<file path="src/rtl/matrix_pkg.sv">
// rtl/matrix_pkg.sv - shared constants, FSM state type and address composition for the operand matrix
package matrix_pkg;

    localparam int MAX_DIM    = 4;
    localparam int DATA_WIDTH = 32;
    localparam int ADDR_WIDTH = 2 * $clog2(MAX_DIM);
    localparam int DIM_WIDTH  = $clog2(MAX_DIM) + 1;

    typedef enum logic [1:0] {
        ST_IDLE,
        ST_FETCH,
        ST_DRAIN
    } state_t;

    function automatic logic [ADDR_WIDTH-1:0] compose_addr(
        input logic [DIM_WIDTH-1:0] r,
        input logic [DIM_WIDTH-1:0] c
    );
        return ADDR_WIDTH'(32'(r) * MAX_DIM + 32'(c));
    endfunction

endpackage

</file>
<file path="src/rtl/skid_fifo2.sv">
// rtl/skid_fifo2.sv - two-entry FIFO absorbing registered read returns ahead of the stream consumer
module skid_fifo2 #(
    parameter int WIDTH = 33
) (
    input  logic             clk_i,
    input  logic             rst_ni,
    input  logic             push_i,
    input  logic [WIDTH-1:0] data_i,
    input  logic             pop_i,
    output logic [WIDTH-1:0] data_o,
    output logic [1:0]       count_o
);

    logic [WIDTH-1:0] mem_q [2];
    logic             wr_ptr_q;
    logic             rd_ptr_q;

    always_ff @(posedge clk_i or negedge rst_ni) begin
        if (!rst_ni) begin
            mem_q[0] <= '0;
            mem_q[1] <= '0;
            wr_ptr_q <= 1'b0;
            rd_ptr_q <= 1'b0;
            count_o  <= 2'd0;
        end else begin
            if (push_i) begin
                mem_q[wr_ptr_q] <= data_i;
                wr_ptr_q        <= ~wr_ptr_q;
            end
            if (pop_i) begin
                rd_ptr_q <= ~rd_ptr_q;
            end
            count_o <= count_o + 2'(push_i) - 2'(pop_i);
        end
    end

    assign data_o = mem_q[rd_ptr_q];

endmodule

</file>
<file path="src/rtl/operand_fetch_sequencer.sv">
// rtl/operand_fetch_sequencer.sv - walks one operand matrix and streams its elements to the multiply datapath
module operand_fetch_sequencer #(
    parameter int DATA_WIDTH = matrix_pkg::DATA_WIDTH,
    parameter int MAX_DIM    = matrix_pkg::MAX_DIM,
    parameter int ADDR_WIDTH = matrix_pkg::ADDR_WIDTH,
    parameter int DIM_WIDTH  = matrix_pkg::DIM_WIDTH
) (
    input  logic                  clk_i,
    input  logic                  rst_ni,
    input  logic                  start_i,
    input  logic [DIM_WIDTH-1:0]  rows_i,
    input  logic [DIM_WIDTH-1:0]  cols_i,
    input  logic                  transpose_i,
    output logic [ADDR_WIDTH-1:0] addr_Mat_o,
    input  logic [DATA_WIDTH-1:0] read_data_Mat_i,
    output logic [DATA_WIDTH-1:0] data_o,
    output logic                  valid_o,
    input  logic                  ready_i,
    output logic                  last_o,
    output logic                  busy_o,
    output logic                  done_o,
    output logic                  err_o
);

    import matrix_pkg::state_t;
    import matrix_pkg::ST_IDLE;
    import matrix_pkg::ST_FETCH;
    import matrix_pkg::ST_DRAIN;
    import matrix_pkg::compose_addr;

    localparam int CNT_W = ADDR_WIDTH + 1;

    state_t               state_q;
    logic [DIM_WIDTH-1:0] rows_q, cols_q, r_q, c_q, r_n, c_n;
    logic                 tr_q;
    logic [CNT_W-1:0]     total_q, issued_q;
    logic                 infl_q, infl_last_q;
    logic [DATA_WIDTH:0]  head;
    logic [1:0]           fifo_count, occ;
    logic                 pop, iss, is_final, illegal;

    assign illegal  = (rows_i == '0) || (cols_i == '0) ||
                      (rows_i > DIM_WIDTH'(MAX_DIM)) || (cols_i > DIM_WIDTH'(MAX_DIM));
    assign pop      = valid_o && ready_i;
    // Count this cycle's pop as freed space so a steady stream issues every cycle.
    assign occ      = 2'(infl_q) + fifo_count - 2'(pop);
    assign iss      = (state_q == ST_FETCH) && (occ < 2'd2);
    assign is_final = (issued_q == total_q - CNT_W'(1));

    always_comb begin
        r_n = r_q;
        c_n = c_q;
        if (!tr_q) begin
            if (c_q == cols_q - DIM_WIDTH'(1)) begin
                c_n = '0;
                r_n = r_q + DIM_WIDTH'(1);
            end else begin
                c_n = c_q + DIM_WIDTH'(1);
            end
        end else begin
            if (r_q == rows_q - DIM_WIDTH'(1)) begin
                r_n = '0;
                c_n = c_q + DIM_WIDTH'(1);
            end else begin
                r_n = r_q + DIM_WIDTH'(1);
            end
        end
    end

    always_ff @(posedge clk_i or negedge rst_ni) begin
        if (!rst_ni) begin
            state_q     <= ST_IDLE;
            rows_q      <= '0;
            cols_q      <= '0;
            tr_q        <= 1'b0;
            r_q         <= '0;
            c_q         <= '0;
            total_q     <= '0;
            issued_q    <= '0;
            infl_q      <= 1'b0;
            infl_last_q <= 1'b0;
            addr_Mat_o  <= '0;
            busy_o      <= 1'b0;
            done_o      <= 1'b0;
            err_o       <= 1'b0;
        end else begin
            done_o      <= 1'b0;
            err_o       <= 1'b0;
            infl_q      <= iss;
            infl_last_q <= iss && is_final;
            case (state_q)
                ST_IDLE: begin
                    if (start_i) begin
                        if (illegal) begin
                            err_o <= 1'b1;
                        end else begin
                            rows_q     <= rows_i;
                            cols_q     <= cols_i;
                            tr_q       <= transpose_i;
                            r_q        <= '0;
                            c_q        <= '0;
                            total_q    <= CNT_W'(rows_i) * CNT_W'(cols_i);
                            issued_q   <= '0;
                            addr_Mat_o <= '0;
                            busy_o     <= 1'b1;
                            state_q    <= ST_FETCH;
                        end
                    end
                end
                ST_FETCH: begin
                    if (iss) begin
                        issued_q <= issued_q + CNT_W'(1);
                        r_q      <= r_n;
                        c_q      <= c_n;
                        if (is_final) begin
                            state_q <= ST_DRAIN;
                        end else begin
                            addr_Mat_o <= ADDR_WIDTH'(compose_addr(r_n, c_n));
                        end
                    end
                end
                ST_DRAIN: begin
                    if (pop && head[DATA_WIDTH]) begin
                        state_q <= ST_IDLE;
                        busy_o  <= 1'b0;
                        done_o  <= 1'b1;
                    end
                end
                default: state_q <= ST_IDLE;
            endcase
        end
    end

    skid_fifo2 #(
        .WIDTH (DATA_WIDTH + 1)
    ) u_fifo (
        .clk_i   (clk_i),
        .rst_ni  (rst_ni),
        .push_i  (infl_q),
        .data_i  ({infl_last_q, read_data_Mat_i}),
        .pop_i   (pop),
        .data_o  (head),
        .count_o (fifo_count)
    );

    assign valid_o = (fifo_count != 2'd0);
    assign data_o  = head[DATA_WIDTH-1:0];
    assign last_o  = valid_o && head[DATA_WIDTH];

endmodule
</file>
<file path="config.mk">
export PLATFORM = sky130hd
export DESIGN_NAME = operand_fetch_sequencer
export DESIGN_NICKNAME = d
export VERILOG_FILES = /design/src/rtl/matrix_pkg.sv /design/src/rtl/skid_fifo2.sv /design/src/rtl/operand_fetch_sequencer.sv
export SDC_FILE = /design/constraint.sdc
export NUM_CORES = 1
export LEC_CHECK = 0
export BUFFER_PORTS_ARGS = -buffer_cell sky130_fd_sc_hd__buf_2
export CORE_ASPECT_RATIO = 0.9
export CORE_MARGIN = 2
export CORE_UTILIZATION = 42
export CTS_BUF_LIST = sky130_fd_sc_hd__clkbuf_8
export CTS_CLUSTER_DIAMETER = 100
export DETAILED_ROUTE_END_ITERATION = 6
export PLACE_DENSITY_LB_ADDON = 0.12
export SLEW_MARGIN = 20
export SYNTH_ARGS = -nofsm -noshare
export SYNTH_HDL_FRONTEND = slang
export SYNTH_SLANG_ARGS = --single-unit
</file>
<file path="constraint.sdc">
create_clock -name clk_i -period 2.93 [get_ports clk_i]
set_input_delay 0.4395 -clock clk_i [delete_from_list [all_inputs] [get_ports clk_i]]
set_output_delay 0.4395 -clock clk_i [all_outputs]
set_load 0.01 [all_outputs]
</file>
==> run metrics <==
Sw Ratio=36.4%; clk_lat worst skew=0.37 ns; placed cell area=5610 µm²; Final Slew Violations=0; Core Area=11500 µm²; Worst Hold Class=primary input to asynchronous set/reset pin; switching power=2.53 mW; die area=12800 µm²; clock-pin transition on the worst setup and hold timing paths=0.11 ns; Worst Skew=0.0126 ns; Final min period=2.62 ns; Synth async-reset ratio=100%; Post-DRT Antenna Nets=0; RD Place Congestion=0.791; vias=3196; total routed wirelength=9.69 mm; Setup violations, final=0; initial core utilization=43.3%; fin worst setup slack=0.315 ns; layout cells sized above 1=44.7%; CTS tree=done; largest net degree at the start of global routing=57; cell internal pwr=4.41 mW; Setup TNS=0 ns; GR Overflow Total=0; first-pass GRT wire length=16.4 mm; status=finished clean; average cell area after synthesis=12.9 µm²; CP endpoint kind=register; flops & latches, synth=104; Hold WS=0.0769 ns; Vias/cell=5.06; Peak VDD IR=0.497 mV; Final Power=6.94 mW; crit-path max FO=13; First-pass DRT Iterations=4; Comb pwr share=48.6%; Post-synth EDFFs=0; cell count after synthesis=386; cts bufs inserted=9; PwrDens=1190 nW/µm²; slew of the pin with the lowest slew margin=0.888 ns; clock share of power=14.5%; Worst EP required=3.19 ns; clk buf depth=2; leakage=2.66 nW; hpwl dp=6.73 mm; critical path class=register to register; gr usage total=16.3%; Post-Syn Nets=443; Fmax=382 MHz; final-stage net count=528; Area growth, synth to finish=17.0%; unrepaired setup endpoints after global routing=no; H-tree Lvls=3; Yosys cell types=46; max-cap violations=0; Die Y=107 µm; CTS root buf=clkbuf_8; synthesized cell area=4990 µm²; CP startpoint=u_fifo.count_o[0]$_DFF_PN0_; CTS sink count=104; number of global-route vias before repair=3283; post-CTS setup buffer count=0; register area share after synthesis=52.1%; part of the power in registers=36.9%; Critical R2R Launch=u_fifo.count_o[0]$_DFF_PN0_; Synth Flop Type=dfrtp_1; crit start category=register; FP Rows=37; average wire per standard cell=15.3 µm; initial antenna violation count=0; DRC=0; antenna diode count=0; DR iter-0 viols=136; Setup WS pre-CTS=0.227 ns; CP arrival=2.88 ns; IO buf count=83; yosys warns=0; final hold vios=0; I/O pin count=84; part of the cycle the worst path needs=89.3%; design area=5840 µm²; Die Wd=119 µm; r2r setup slk=0.31 ns; relative slew slack=40.6%
synthesized netlist by cell type (all sizes together) (2+ instances only):
library cell,count,share of area (%)
a21oi,4,0.63
a22o,7,1.2
and2,11,1.4
buf,10,1.1
clkbuf,5,0.38
dfrtp,104,52
fa,2,0.80
ha,12,3.0
inv,15,1.1
mux2,99,22
mux2i,3,0.60
nand2,26,2.0
nand2b,2,0.25
nand3,2,0.20
nor2,10,0.75
nor2b,2,0.25
nor3,5,0.50
nor3b,4,0.60
nor4,2,0.25
o21ai,17,1.7
o31ai,2,0.40
or3,4,0.50
xnor2,10,1.8
xor2,8,1.4
xor3,3,1.4
power by group through the flow:
stage	Clock [mW]	Combinational, mW	Sequential (mW)
after CTS	1.05	3.41	2.57
after global routing	1.10	3.75	2.67
after global placement	0	3.34	2.56
final	1.01	3.38	2.56
after detailed placement	0	3.39	2.59
after floorplan	0	2.59	2.45
repair_timing:
item,in CTS,in global routing
hold buffers,0,0
gates resized for setup,0,1
setup endpoints to repair,0,1
sequential cells by signal (all words and copies together), names as in the netlist:
name and flops:
addr_Mat_o 4, busy_o 1, c_q 3, cols_q 3, done_o 1, err_o 1, infl_last_q 1, infl_q 1
issued_q 5, r_q 3, rows_q 3, state_q 2, total_q 5, tr_q 1, u_fifo.count_o 2, u_fifo.mem_q 66
u_fifo.rd_ptr_q 1, u_fifo.wr_ptr_q 1
placed cells by master (no fill, tap or decap), types with 2 or more instances in the layout:
cell          n
a21oi_1       3
a22o_1        7
and2_1       11
buf_12        2
buf_2        82
buf_4         5
bufinv_16     2
clkbuf_8      9
clkinv_4      2
clkinvlp_4    2
dfrtp_1     104
fa_1          2
ha_1         12
inv_1        15
mux2_2       99
mux2i_1       3
nand2_1      25
nand2b_1      2
nand3_1       2
nor2_1       10
nor3_1        5
nor3b_1       4
nor4_1        2
o21ai_0      17
or3_1         4
xnor2_1      10
xor2_1        8
xor3_1        3
per-layer routing:
layer	track usage [%]	vias to the layer above	routed length, µm
met5	0	-	0
met4	5.44	0	143
met3	3.81	14	371
met2	25.5	71	4490
met1	22.3	1578	4690
li1	-	1533	-
critical path, stage by stage, from the launching register on:
cell and delay, ns:
dfrtp_1 0.39, nor2_1 0.13, inv_1 0.06, and2_1 0.18, ha_1 0.27, inv_1 0.06, ha_1 0.14, xor3_1 0.26
or2_4 0.31, clkinv_4 0.10, a21oi_4 0.07, a21o_1 0.21, a221o_1 0.34
path summary, 6_finish.rpt:
kind,cells after the start,to
setup / recovery,12,r_q[2]$_DFFE_PN0P_
hold / removal,1,u_fifo.mem_q[6]$_DFFE_PN0P_
max in group asynchronous,2,addr_Mat_o[0]$_DFFE_PN0P_
setup reg to reg,12,r_q[2]$_DFFE_PN0P_
hold reg to reg,1,u_fifo.mem_q[15]$_DFFE_PN0P_
min in group clk_i,3,tr_q$_DFFE_PN0P_
logic make-up after synthesis:
kind of cell / Yosys count / share of synthesized area (%)
AO/OA/AOI/OAI: 42 / 6.19
XOR/XNOR: 21 / 4.59
adder cells (fa/ha/maj): 14 / 3.81
buffers and inverters: 31 / 2.76
flip-flops: 104 / 52.1
multiplexers: 102 / 22.9
AND/OR/NAND/NOR: 72 / 7.57
metrics by stage:
| stage | std cells | util, % |
|---|---|---|
| after floorplan | 386 | - |
| after detailed placement | 616 | 48.7 |
| final | 632 | 50.7 |
| after CTS | 632 | 50.7 |
| after global routing | 632 | 50.7 |
| after global placement | 616 | 48.7 |
layout make-up:
| cell class | count | area (µm²) |
|---|---|---|
| multi-input cells | 251 | 2260 |
| well taps | 156 | 195 |
| clock buffers | 9 | 124 |
| clock inverters | 7 | 104 |
| repair buffers | 89 | 488 |
| flip-flops and latches | 104 | 2600 |
| fillers | 1049 | 5690 |
| inverters | 16 | 65.1 |
Power figures use the tool's default switching activity.
